File: src/rtl/seq_control_unit_if.sv
// Bus bundle between seq_control_unit and its instruction ROM, data RAM and ALU.
// master: the control unit side. slave: the memory/ALU side.
interface seq_control_unit_if #(
    parameter int DATA_W   = 16,
    parameter int ROM_SIZE = 16,
    parameter int RAM_SIZE = 16
);
    logic [ROM_SIZE-1:0] rom_address;
    logic [15:0]         instr;
    logic [RAM_SIZE-1:0] ram_address;
    logic                we;
    logic [DATA_W-1:0]   ram_in;
    logic [DATA_W-1:0]   ram_out;
    logic                alu_bgn;
    logic [5:0]          alu_op;
    logic [DATA_W-1:0]   alu_a;
    logic [DATA_W-1:0]   alu_b;
    logic [DATA_W-1:0]   alu_res;
    logic [3:0]          alu_flags;
    logic                alu_rdy;
    logic                halted;
    logic                err;

    modport master (
        output rom_address, ram_address, we, ram_out,
        output alu_bgn, alu_op, alu_a, alu_b, halted, err,
        input  instr, ram_in, alu_res, alu_flags, alu_rdy
    );

    modport slave (
        input  rom_address, ram_address, we, ram_out,
        input  alu_bgn, alu_op, alu_a, alu_b, halted, err,
        output instr, ram_in, alu_res, alu_flags, alu_rdy
    );
endinterface

File: src/rtl/seq_control_unit.sv
// seq_control_unit: multi-cycle sequencer for a 4-register accumulator core.
// Every instruction takes FETCH + DECODE; loads/pops add a MEM cycle and ALU
// operations wait in WAIT for alu_rdy. ROM and RAM reads have one cycle latency.
// Optional feature: define CU_ALU_TIMEOUT_EN to abandon an ALU operation after
// TIMEOUT WAIT cycles and raise the sticky err flag.
module seq_control_unit #(
    parameter int DATA_W   = 16,
    parameter int ROM_SIZE = 16,
    parameter int RAM_SIZE = 16,
    parameter int TIMEOUT  = 64
) (
    input  logic              clk,
    input  logic              rst,
    seq_control_unit_if.master bus
);
    typedef enum logic [2:0] {FETCH, DECODE, MEM, WAIT, HALT} state_t;

    localparam logic [5:0] OP_ADD  = 6'd1;
    localparam logic [5:0] OP_SUB  = 6'd2;
    localparam logic [5:0] OP_SHL  = 6'd3;
    localparam logic [5:0] OP_SHR  = 6'd4;
    localparam logic [5:0] OP_BRZ  = 6'd5;
    localparam logic [5:0] OP_BRN  = 6'd6;
    localparam logic [5:0] OP_JMP  = 6'd7;
    localparam logic [5:0] OP_LDR  = 6'd8;
    localparam logic [5:0] OP_STR  = 6'd9;
    localparam logic [5:0] OP_MOVI = 6'd10;
    localparam logic [5:0] OP_PUSH = 6'd11;
    localparam logic [5:0] OP_POP  = 6'd12;
    localparam logic [5:0] OP_HLT  = 6'd13;

    state_t              state, state_nxt;
    logic [DATA_W-1:0]   regs [4];
    logic [3:0]          flags;          // {Z,N,C,V}
    logic [ROM_SIZE-1:0] pc;
    logic [RAM_SIZE-1:0] sp;
    logic [15:0]         ir;             // instruction held for MEM/WAIT
    logic [15:0]         cur;
    logic [5:0]          op;
    logic [1:0]          rsel, bsel;
    logic [7:0]          imm;
    logic [ROM_SIZE-1:0] target, pc_inc;
    logic [RAM_SIZE-1:0] sp_inc, sp_dec;
    logic                is_alu;
    logic                timeout_hit;
    logic                unused_ok;

    // ROM data is only valid in DECODE; later cycles work from the latched copy
    assign cur    = (state == DECODE) ? bus.instr : ir;
    assign op     = cur[15:10];
    assign rsel   = cur[9:8];
    assign imm    = cur[7:0];
    assign bsel   = cur[1:0];
    assign target = ROM_SIZE'(cur[9:0]);
    assign pc_inc = pc + ROM_SIZE'(1);
    assign sp_inc = sp + RAM_SIZE'(1);
    assign sp_dec = sp - RAM_SIZE'(1);
    assign is_alu = (op == OP_ADD) || (op == OP_SUB) || (op == OP_SHL) || (op == OP_SHR);

    // Operands come from the register file, which cannot change during WAIT,
    // so they stay stable until the ALU answers.
    assign bus.rom_address = pc;
    assign bus.alu_op      = op;
    assign bus.alu_a       = regs[rsel];
    assign bus.alu_b       = regs[bsel];
    assign bus.halted      = (state == HALT);

`ifdef CU_ALU_TIMEOUT_EN
    localparam int TW = $clog2(TIMEOUT + 1);
    logic [TW-1:0] wait_cnt;
    logic          err_q;

    // alu_rdy in the expiry cycle takes precedence over the timeout
    assign timeout_hit = (state == WAIT) && !bus.alu_rdy && (wait_cnt == TW'(TIMEOUT - 1));
    assign bus.err     = err_q;
    assign unused_ok   = ^flags[1:0];

    // Count WAIT cycles and latch a timeout as a sticky error
    always_ff @(posedge clk) begin
        if (rst) begin
            wait_cnt <= '0;
            err_q    <= 1'b0;
        end else begin
            wait_cnt <= (state == WAIT) ? wait_cnt + TW'(1) : '0;
            if (timeout_hit) err_q <= 1'b1;
        end
    end
`else
    assign timeout_hit = 1'b0;
    assign bus.err     = 1'b0;
    assign unused_ok   = (^flags[1:0]) ^ (TIMEOUT > 0);
`endif

    // State register
    always_ff @(posedge clk) begin
        if (rst) state <= FETCH;
        else     state <= state_nxt;
    end

    // Next state and memory/ALU strobes
    always_comb begin
        state_nxt       = state;
        bus.we          = 1'b0;
        bus.alu_bgn     = 1'b0;
        bus.ram_address = RAM_SIZE'(imm);
        bus.ram_out     = regs[rsel];
        case (state)
            FETCH: state_nxt = DECODE;
            DECODE: begin
                state_nxt = FETCH;
                if (is_alu) begin
                    bus.alu_bgn = 1'b1;
                    state_nxt   = WAIT;
                end else begin
                    case (op)
                        OP_LDR:  state_nxt = MEM;
                        OP_STR:  bus.we = 1'b1;
                        OP_PUSH: begin
                            bus.ram_address = sp;
                            bus.we          = 1'b1;
                        end
                        OP_POP: begin
                            bus.ram_address = sp_inc;
                            state_nxt       = MEM;
                        end
                        OP_HLT:  state_nxt = HALT;
                        default: state_nxt = FETCH;
                    endcase
                end
            end
            MEM: begin
                if (op == OP_POP) bus.ram_address = sp_inc;
                state_nxt = FETCH;
            end
            WAIT:    if (bus.alu_rdy || timeout_hit) state_nxt = FETCH;
            HALT:    state_nxt = HALT;
            default: state_nxt = FETCH;
        endcase
    end

    // Latch the instruction word while it is valid on the ROM bus
    always_ff @(posedge clk) begin
        if (state == DECODE) ir <= bus.instr;
    end

    // Architectural state: register file, flags, PC and SP
    always_ff @(posedge clk) begin
        if (rst) begin
            pc    <= '0;
            sp    <= '1;
            flags <= '0;
            for (int i = 0; i < 4; i++) regs[i] <= '0;
        end else begin
            case (state)
                DECODE: begin
                    case (op)
                        OP_ADD, OP_SUB, OP_SHL, OP_SHR, OP_LDR, OP_POP, OP_HLT: ;
                        OP_BRZ:  pc <= flags[3] ? target : pc_inc;
                        OP_BRN:  pc <= flags[2] ? target : pc_inc;
                        OP_JMP:  pc <= target;
                        OP_MOVI: begin
                            regs[rsel] <= DATA_W'(imm);
                            pc         <= pc_inc;
                        end
                        OP_PUSH: begin
                            sp <= sp_dec;
                            pc <= pc_inc;
                        end
                        default: pc <= pc_inc;
                    endcase
                end
                MEM: begin
                    regs[rsel] <= bus.ram_in;
                    pc         <= pc_inc;
                    if (op == OP_POP) sp <= sp_inc;
                end
                WAIT: begin
                    if (bus.alu_rdy) begin
                        regs[rsel] <= bus.alu_res;
                        flags      <= bus.alu_flags;
                        pc         <= pc_inc;
                    end else if (timeout_hit) begin
                        pc <= pc_inc;
                    end
                end
                default: ;
            endcase
        end
    end
endmodule

File: src/flat_wrapper.sv
// flat-port wrapper written by rule: the top's interface ports become plain ports
module seq_control_unit_flat 
#(
    parameter int DATA_W   = 16,
    parameter int ROM_SIZE = 16,
    parameter int RAM_SIZE = 16,
    parameter int TIMEOUT  = 64
)
  (clk, rst, bus_rom_address, bus_ram_address, bus_we, bus_ram_out, bus_alu_bgn, bus_alu_op, bus_alu_a, bus_alu_b, bus_halted, bus_err, bus_instr, bus_ram_in, bus_alu_res, bus_alu_flags, bus_alu_rdy);
  seq_control_unit_if #(.DATA_W(DATA_W), .ROM_SIZE(ROM_SIZE), .RAM_SIZE(RAM_SIZE)) bus_i ();
  input  logic clk;
  input  logic rst;
  output wire logic [$bits(bus_i.rom_address)-1:0] bus_rom_address;
  output wire logic [$bits(bus_i.ram_address)-1:0] bus_ram_address;
  output wire logic [$bits(bus_i.we)-1:0] bus_we;
  output wire logic [$bits(bus_i.ram_out)-1:0] bus_ram_out;
  output wire logic [$bits(bus_i.alu_bgn)-1:0] bus_alu_bgn;
  output wire logic [$bits(bus_i.alu_op)-1:0] bus_alu_op;
  output wire logic [$bits(bus_i.alu_a)-1:0] bus_alu_a;
  output wire logic [$bits(bus_i.alu_b)-1:0] bus_alu_b;
  output wire logic [$bits(bus_i.halted)-1:0] bus_halted;
  output wire logic [$bits(bus_i.err)-1:0] bus_err;
  input wire logic [$bits(bus_i.instr)-1:0] bus_instr;
  input wire logic [$bits(bus_i.ram_in)-1:0] bus_ram_in;
  input wire logic [$bits(bus_i.alu_res)-1:0] bus_alu_res;
  input wire logic [$bits(bus_i.alu_flags)-1:0] bus_alu_flags;
  input wire logic [$bits(bus_i.alu_rdy)-1:0] bus_alu_rdy;
  assign bus_rom_address = bus_i.rom_address;
  assign bus_ram_address = bus_i.ram_address;
  assign bus_we = bus_i.we;
  assign bus_ram_out = bus_i.ram_out;
  assign bus_alu_bgn = bus_i.alu_bgn;
  assign bus_alu_op = bus_i.alu_op;
  assign bus_alu_a = bus_i.alu_a;
  assign bus_alu_b = bus_i.alu_b;
  assign bus_halted = bus_i.halted;
  assign bus_err = bus_i.err;
  assign bus_i.instr = bus_instr;
  assign bus_i.ram_in = bus_ram_in;
  assign bus_i.alu_res = bus_alu_res;
  assign bus_i.alu_flags = bus_alu_flags;
  assign bus_i.alu_rdy = bus_alu_rdy;
  seq_control_unit #(.DATA_W(DATA_W), .ROM_SIZE(ROM_SIZE), .RAM_SIZE(RAM_SIZE), .TIMEOUT(TIMEOUT)) u_core (.clk(clk), .rst(rst), .bus(bus_i));
endmodule
File: config.mk
export PLATFORM = sky130hd
export DESIGN_NAME = seq_control_unit_flat
export DESIGN_NICKNAME = d
export VERILOG_FILES = /design/src/rtl/seq_control_unit_if.sv /design/src/rtl/seq_control_unit.sv /design/src/flat_wrapper.sv
export SDC_FILE = /design/constraint.sdc
export NUM_CORES = 1
export LEC_CHECK = 0
export CAP_MARGIN = 10
export CORE_UTILIZATION = 57
export DETAILED_ROUTE_END_ITERATION = 6
export PLACE_DENSITY = 0.91
export SLEW_MARGIN = 25
export SYNTH_ARGS = -nofsm -noshare
export SYNTH_HDL_FRONTEND = slang
export SYNTH_SLANG_ARGS = --single-unit
File: constraint.sdc
create_clock -name clk -period 9.25 [get_ports clk]
set_clock_uncertainty 0.1 [all_clocks]
set_input_delay 1.85 -clock clk [delete_from_list [all_inputs] [get_ports clk]]
set_output_delay 1.85 -clock clk [all_outputs]
set_load 0.03 [all_outputs]
# After elaboration in Yosys (flattened, before gate mapping)
# Memory sizes are Yosys's and may differ from the RTL's.
# Index checks and enable logic that the tools add are counted.
[word_totals]
ff_bits = 55
latch_bits = 0
ram_bits = 64
mem_bits_ro = 0
in_bits = 55
out_inout_bits = 90
memories = 1
[mem_list]
columns = ["memory", "words", "width", "read_ports", "rd_clocked_by_memory_dff", "write_ports", "line", "source"]
rows = [
  ["u_core.regs", 4, 16, 2, 0, 4, "seq_control_unit.sv:33", "logic [DATA_W-1:0] regs [4];"],
]
[classes]
n_addsub = 3
mul = 0
div = 0
magnitude_cmp = 0
n_eq_ne = 21
shifts = 0
n_mux = 40
n_bitwise = 2
reduce_logical = 13
[ops]
columns = ["operator", "n"]
rows = [
  ["$mux W16", 11],
  ["$pmux W16 S2", 3],
  ["$pmux W16 S4", 1],
  ["$pmux W16 S3", 1],
  ["$eq A6 B4 Y1 const B", 6],
  ["$add A16 B1 Y16 const B", 2],
  ["$eq A6 B3 Y1 const B", 4],
  ["$mux W1", 19],
  ["$reduce_or A16 Y1", 1],
  ["$sub A16 B1 Y16 const B", 1],
  ["$eq A6 B2 Y1 const B", 2],
  ["$pmux W3 S4", 1],
  ["$reduce_or A7 Y1", 1],
  ["$eq A3 B2 Y1 const B", 2],
  ["$eq A6 B1 Y1 const B", 1],
  ["$mux W3", 2],
  ["$ne A2 B2 Y1 const B", 3],
  ["$pmux W3 S2", 1],
  ["$reduce_and A3 Y1", 2],
  ["$reduce_or A2 Y1", 2],
  ["$eq A3 B1 Y1 const B", 1],
  ["$eq A3 B3 Y1 const B", 1],
  ["$logic_not A3 Y1", 1],
  ["$logic_or A1 B1 Y1", 3],
  ["other kinds (6)", 7],
]

# Logic depth before layout (Yosys ltp)
# Gate-level depths: netlist of run 1.
[depth]
depth_word = 11
depth_mapped = 9
depth_no_buf = 7

# Worst setup path before layout of run 1
# No wires, ideal clock.
[synth_timing]
kind = "in2out"
startpoint = "input port bus_instr[12]"
endpoint = "output port bus_ram_address[15]"
arrival_ps = 3750
required_time_ps = 7300
path_slack_ps = 3550
stages = 6
path_buffers = 2
path_cell_list = "clkbuf_2 > nor4bb_1 > nand3_1 > and2_1 > clkbuf_1 > o31ai_1"
[synth_via]
elab_chain_cells = 7
word_cells_on_any_way = 14
classes_between = "eq/ne: 6; mux: 5; reduce/logical: 3"
[synth_lines]
columns = ["item", "line", "source"]
rows = [
  ["from (decl)", "flat_wrapper.sv:23", "input wire logic [$bits(bus_i.instr)-1:0] bus_instr;"],
  ["$mux W16 (*)", "--", ""],
  ["$eq A6 B1 Y1 / $eq A6 B2 Y1 (equally long branches)", "seq_control_unit.sv:58", "assign is_alu = (op == OP_ADD) || (op == OP_SUB) || (op == OP_SHL) || (op == OP_SHR);"],
  ["$logic_or A1 B1 Y1 (3 in series)", "seq_control_unit.sv:58", ""],
  ["$mux W16", "seq_control_unit.sv:111", "if (is_alu) begin"],
  ["$pmux W16 S2 (*)", "seq_control_unit.sv:107", "case (state)"],
  ["to (decl)", "flat_wrapper.sv:14", "output wire logic [$bits(bus_i.ram_address)-1:0] bus_ram_address;"],
]
# Every way passes the cells marked *; elsewhere a longest branch is shown, timed or not.

# Worst setup path in the final report of run 1
[layout_timing]
startpoint = "input port bus_instr[10]"
endpoint = "output port bus_ram_address[0]"
# The elaborated chain is that of the path after synthesis.

==> results of run 1 <==
-- critical path, delay by kind of cell --
kind,cells,cell delay [ns]
and+or+nand+nor,3,1.36
buffers and inverters,2,1.37
AOI/OAI and AO/OA,2,0.51
-- cells in the mapped netlist, drive strengths merged (3+ instances only) --
cell       n  share of area, %
or3        9              0.75
a22oi     15               1.5
mux2i     44               5.9
a32oi      4              0.47
a21boi     3              0.30
ha         3              0.50
xor2       5              0.58
nand4      8              0.75
or4        5              0.50
a211oi    21               2.1
a221oi     4              0.47
nor3b      8               1.0
dfxtp     53                14
nor2     111               5.6
nand2b     4              0.33
nor4      10              0.92
buf       56               4.8
clkbuf    32               1.6
o31ai      7              0.70
or2        3              0.25
edfxtp    64                26
nor3      15               1.0
or3b       4              0.47
o2111ai    3              0.35
mux2       7               1.1
o31a       4              0.47
nor2b     29               2.4
a21o       4              0.40
inv       35               1.8
a21oi     58               3.9
o211ai     5              0.50
and3      21               1.8
nand2    113               5.7
and2       4              0.33
a31oi     19               1.8
nand3     27               2.0
xnor2      6              0.70
o21ai     19               1.3
o32ai     14               1.6
-- state kept, by name (all words and copies together), names as in the netlist --
signal	flops
u_core.regs	64
u_core.bus.rom_address	16
u_core.ir	16
u_core.sp	16
u_core.state	3
u_core.flags	2
-- power by group --
part	switching [W]	internal, W
clock	0.000254	0.000452
combinational	0.000467	0.000283
sequential	0.0000275	0.000580
total	0.000748	0.00131
-- cells by family (layout without fill, tap and decap cells) --
family / after synthesis / after routing / synth area share [%]
AO/OA/AOI/OAI: 193 / 193 / 17.6
adder cells (fa/ha/maj): 3 / 3 / 0.501
flip-flops: 117 / 117 / 39.8
XOR/XNOR: 11 / 11 / 1.29
other: 1 / 1 / 0.0500
AND/OR/NAND/NOR: 385 / 385 / 25.6
multiplexers: 51 / 51 / 6.98
buffers and inverters: 124 / 218 / 8.24
-- metal layers --
layer	GRT usage, %	routed length (µm)	vias up
met4	17.9	887	0
li1	-	-	3343
met5	0	0	-
met3	6.43	2390	94
met2	55.9	11000	540
met1	39.7	8350	3420
-- how the worst max path moves through the flow --
stage / startpoint / endpoint / slack [ns] / depth (start not counted)
2_1_floorplan: bus_instr[12] / bus_ram_address[15] / 3.55 / 6
3_3_place_gp: bus_instr[12] / bus_ram_address[6] / 2.34 / 7
3_5_place_dp: bus_instr[12] / bus_ram_address[6] / 2.31 / 7
4_1_cts: bus_instr[12] / bus_ram_address[6] / 2.28 / 7
5_1_grt: bus_instr[12] / bus_ram_address[6] / 2.06 / 7
6_report: bus_instr[10] / bus_ram_address[0] / 2.20 / 7
-- per-stage QoR --
step	instances	setup WS (ns)	util, %	hold slack, ns	power (W)
after floorplan	885	3.55	-	0.353	0.00111
final	1151	2.20	73.6	0.383	0.00206
after detailed placement	1119	2.31	68.7	0.378	0.00135
after global placement	1118	2.34	68.6	0.376	0.00133
after global routing	1151	2.06	73.6	0.422	0.00212
after CTS	1151	2.28	73.6	0.386	0.00205
-- area by class of cell --
| class | instances | area [µm²] |
|---|---|---|
| tap | 172 | 215 |
| timing repair buffer | 150 | 1480 |
| multi-input combinational | 644 | 3930 |
| inverter | 36 | 135 |
| clock inverter | 15 | 199 |
| clock buffer | 17 | 425 |
| sequential | 117 | 2980 |
| fill | 896 | 3350 |
==> flow_summary.toml, run 1 <==
[finish]
insertedDiodeCount = 0
postLayoutCellArea_um2 = 9370
synthToLayoutAreaGrowth_pct = 25.0
finalNetCount = 1024
fraction_of_layout_instances_using_a_drive_strength_above_1_pct = 7.35
layout.cells.most_common_list = "sky130_fd_sc_hd__clkdlybuf4s50_1, sky130_fd_sc_hd__nand2_1, sky130_fd_sc_hd__nor2_1, sky130_fd_sc_hd__edfxtp_1, sky130_fd_sc_hd__a21oi_1"
mostFrequentLayoutCell = "sky130_fd_sc_hd__clkdlybuf4s50_1"

[hold_path]
timing.hold.worst_endpoint = "u_core.ir[15]"
hold-path-cell-count = 2
min-delay-path-class = "reg2reg"
min-delay-start = "u_core.ir[15]"

[timing]
totalNegativeSetupSlack_ns = 0
timing.final.hold_violations = 0
max_clock_freq_mhz = 142
worst-slew-pin-transition_ns = 1.00
final.min_clock_period_ns = 7.05
post-route-period-util_pct = 76.2
setup_violations_final = 0
slew_violations = 0
slew_headroom_pct = 33.1
rsz_0062_raised_after_global_routing = "false"

[global_routing]
grt_use_total_pct = 33.0
global_route.overflow_total = 0
grt_pass1_wl_mm = 34.2
antenna_found_initial = 0
grt_max_degree = 55
first_global_vias = 6705

[setup_path]
critical-path-slowest-cell = "sky130_fd_sc_hd__clkdlybuf4s50_1"
timing.reg2reg.worst_path_depth = 6
rrSetupSlack_ns = 4.93
critPathArrivalTime_ns = 5.10
worstSetupStartpointType = "primary input"
timing.critical_path.cells = "clkdlybuf4s50_1 -> and4bb_1 -> nand3_1 -> nand2_1 -> a311oi_1 -> o31ai_1 -> clkdlybuf4s50_1"
end_kind = "output port"
slowest_delay_ns = 0.76
timing.critical_path.mode_cell = "sky130_fd_sc_hd__clkdlybuf4s50_1"
worstReg2RegEnd = "u_core.regs[0][5]"
timing.setup.critical_path_class = "in2out"
worst_r2r_startpoint = "u_core.state[0]"
critPathRequiredTime_ns = 7.30
cp_max_fo = 20

[detailed_routing]
detail_route.drc_violations = 0
route.vias.total = 7397
drt_first_iter_violations = 887
via_per_inst = 6.43
number_of_search_and_repair_iterations_in_the_first_detailed_routing_pass = 6
final_antenna_net_count = 0
route.final.wire_length_mm = 22.6
routedWlPerCell_um = 19.6

[cts]
cts.sink_count = 117
cts_made_buffers = 17
clkLatencyLatePin_ns = 0.43
clock_path_buffers = 2
h-tree-depth = 4
postCtsSetupRepairBufs = 0
tritoncts = "yes"
root_buf_cell = "sky130_fd_sc_hd__clkbuf_16"
post_cts.resized_instances = 0
cts.clk_slew.worst_paths_ns = 0.06
postCtsHoldBufs = 0

[die]
placeableCoreArea_um2 = 12700
start_util_pct = 58.9
rows = 41
fp.dieH_um = 117
die_area_um2 = 13600
fp.dieW_um = 117
io-pin-count = 145

[synthesis]
yosys_register_bits = 117
synth_area_um2 = 7500
edff_count_synth = 64
ys_warn_count = 0
synth_cell_types = 76
synthCells = 885
ys.flop_type = "sky130_fd_sc_hd__edfxtp_1"
syn_area_per_cell_um2 = 8.47
seq_total_area_yosys_pct = 39.8
async_reset_ff_share_pct = 0
mappedNetlistNets = 943

[power_and_ir_drop]
power_density_nw_per_um2 = 220
static-leakage-power_nw = 3.60
vdd_drop_max_mv = 0.104

[run]
timing.max_cap.violations = 0

[placed_design]
globalplace.congestion = 0.941
detailedPlacementHpwl_mm = 14.3
port-buffer-count = 141
placedInstanceArea_um2 = 8740

[outcome]
run_status = "completed"
Note: power is estimated with default switching activity, not from simulation.
==> run 2, diff against run 1 <==
--- a/config.mk
+++ b/config.mk
@@ -6,9 +6,9 @@
 export NUM_CORES = 1
 export LEC_CHECK = 0
 export CAP_MARGIN = 10
-export CORE_UTILIZATION = 57
+export CORE_UTILIZATION = 48
 export DETAILED_ROUTE_END_ITERATION = 6
-export PLACE_DENSITY = 0.91
+export PLACE_DENSITY = 0.82
 export SLEW_MARGIN = 25
 export SYNTH_ARGS = -nofsm -noshare
 export SYNTH_HDL_FRONTEND = slang
==> constraint.sdc (replaced) <==
create_clock -name clk -period 6.35 [get_ports clk]
set_clock_uncertainty 0.1 [all_clocks]
set_input_delay 1.27 -clock clk [delete_from_list [all_inputs] [get_ports clk]]
set_output_delay 1.27 -clock clk [all_outputs]
set_load 0.03 [all_outputs]
==> run 2 against run 1 <==
Sequential cell count did not move. Power rose by 46%. Largest power group unchanged. Die area rose by 18%. Critical path depth did not move. Wire length fell by 6.0%. Final area rose by 0.83%. Final cell count rose by 1.8%. Global-route usage fell by 6.9 points.
==> flow_summary.toml, run 2 (synthesis results as in run 1) <==
[detailed_routing]
routedWlPerCell_um = 18.1
via_per_inst = 6.14
number_of_search_and_repair_iterations_in_the_first_detailed_routing_pass = 5
detail_route.drc_violations = 0
final_antenna_net_count = 0
route.final.wire_length_mm = 21.2
route.vias.total = 7192
drt_first_iter_violations = 720

[finish]
finalNetCount = 1029
final_core_utilization_pct = 62.1
mostFrequentLayoutCell = "sky130_fd_sc_hd__clkdlybuf4s50_1"
fraction_of_layout_instances_using_a_drive_strength_above_1_pct = 7.62
largest_register_ff_count = 64
top_register = "u_core.regs"
fill_cells = 1250
synthToLayoutAreaGrowth_pct = 26.0
layoutNonFillerInstCount = 1172
insertedDiodeCount = 0
layout.cells.most_common_list = "sky130_fd_sc_hd__clkdlybuf4s50_1, sky130_fd_sc_hd__nand2_1, sky130_fd_sc_hd__nor2_1, sky130_fd_sc_hd__edfxtp_1, sky130_fd_sc_hd__a21oi_1"

[die]
io-pin-count = 145
fp.dieW_um = 127
die_area_um2 = 16100
start_util_pct = 49.3
placeableCoreArea_um2 = 15200
fp.dieH_um = 127
rows = 45

[power_and_ir_drop]
power_density_nw_per_um2 = 318
switching_power_w = 0.00107
static-leakage-power_nw = 3.62
power.total_w = 0.00300
p_seq_share_pct = 29.4
power.clock.fraction_pct = 34.7
share_comb_of_total_power_pct = 36.0
intPower_w = 0.00193
p_sw_share_pct = 35.6
vdd_drop_max_mv = 0.161

[global_routing]
global_route.overflow_total = 0
grt_pass1_wl_mm = 32.9
antenna_found_initial = 0
grt_use_total_pct = 26.2
grt_max_degree = 55
first_global_vias = 6410

[run]
timing.max_cap.violations = 0

[hold_path]
min-delay-path-class = "reg2reg"

[timing]
slew_headroom_pct = 31.8
worst_slack_ns = 0.876
rsz_0062_raised_after_global_routing = "false"
post-route-period-util_pct = 86.2
final.min_clock_period_ns = 5.47
max_clock_freq_mhz = 183
slew_violations = 0
totalNegativeSetupSlack_ns = 0
setup_violations_final = 0
timing.final.hold_violations = 0
worst-slew-pin-transition_ns = 1.02

[setup_path]
worstSetupStartpointType = "primary input"
timing.setup.critical_path_class = "in2out"
worst_r2r_startpoint = "u_core.state[0]"
rrSetupSlack_ns = 2.58
timing.critical_path.from = "bus_instr[10]"
worstReg2RegEnd = "u_core.regs[1][3]"
critPathRequiredTime_ns = 4.98
end_kind = "output port"
cp_max_fo = 10
timing.reg2reg.worst_path_depth = 5
endpoint = "bus_ram_address[1]"
critPathArrivalTime_ns = 4.10

[cts]
clock_path_buffers = 2
cts.sink_count = 117
h-tree-depth = 4
cts.clk_slew.worst_paths_ns = 0.06
tritoncts = "yes"
postCtsHoldBufs = 0
root_buf_cell = "sky130_fd_sc_hd__clkbuf_16"
postCtsSetupRepairBufs = 0
clkLatencyLatePin_ns = 0.42
post_cts.resized_instances = 0
cts_made_buffers = 17

[placed_design]
globalplace.congestion = 0.940
detailedPlacementHpwl_mm = 14.2
place_ws_ns = 0.948
port-buffer-count = 141
place.detailed.instances = 1140

[outcome]
run_status = "completed"
run 2: cell count changes in the layout (fill, tap and decap cells not counted), sizes merged:
cell    change
clkbuf      +2
buf         +5
inv         -2
run 2: critical path, cell delays in order:
cell and delay (ns):
sky130_fd_sc_hd__clkdlybuf4s50_1 0.53, sky130_fd_sc_hd__and4bb_1 0.32, sky130_fd_sc_hd__and3_1 0.33, sky130_fd_sc_hd__nor4_2 0.48, sky130_fd_sc_hd__a221oi_1 0.14, sky130_fd_sc_hd__o211ai_1 0.29
sky130_fd_sc_hd__clkdlybuf4s50_1 0.73
run 2: worst min-delay path by stage:
| stage | start | endpoint | slack (ns) | cells past startpoint |
|---|---|---|---|---|
| after floorplan | u_core.ir[6] | u_core.ir[6] | 0.35 | 2 |
| after global placement | u_core.ir[14] | u_core.ir[14] | 0.38 | 2 |
| after detailed placement | u_core.ir[14] | u_core.ir[14] | 0.39 | 2 |
| after CTS | u_core.ir[14] | u_core.ir[14] | 0.40 | 2 |
| after global routing | u_core.ir[14] | u_core.ir[14] | 0.42 | 2 |
| final | u_core.ir[14] | u_core.ir[14] | 0.39 | 2 |
run 2: per-layer routing:
| layer | global-route usage [%] | part of all wire (%) | wire (µm) |
|---|---|---|---|
| met5 | 0 | 0 | 0 |
| met4 | 13.9 | 3.2 | 689 |
| met3 | 4.56 | 7.9 | 1670 |
| met2 | 44.2 | 49 | 10300 |
| met1 | 32.0 | 40 | 8540 |
run 2: stage by stage:
step / hold WS (ns) / cell area (µm²)
floorplan: 0.353 / 7500
global placement: 0.376 / 8810
detailed placement: 0.387 / 8810
CTS: 0.396 / 9450
global route: 0.417 / 9450
finish: 0.389 / 9450
run 2: power by group through the flow:
| stage | clock network (W) | registers (W) | logic, W |
|---|---|---|---|
| 2_1_floorplan | 0 | 0.000886 | 0.000725 |
| 3_3_place_gp | 0 | 0.000894 | 0.00106 |
| 3_5_place_dp | 0 | 0.000896 | 0.00107 |
| 4_1_cts | 0.00104 | 0.000881 | 0.00108 |
| 5_1_grt | 0.00107 | 0.000886 | 0.00114 |
| 6_report | 0.00104 | 0.000882 | 0.00108 |
run 2: final cells by class:
class / instances / area [µm²] / area share [%]
clock buffer: 19 / 443 / 4.69
sequential: 117 / 2980 / 31.6
tap: 188 / 235 / 2.49
clock inverter: 13 / 196 / 2.08
timing repair buffer: 155 / 1520 / 16.1
multi-input combinational: 644 / 3930 / 41.6
inverter: 36 / 135 / 1.43
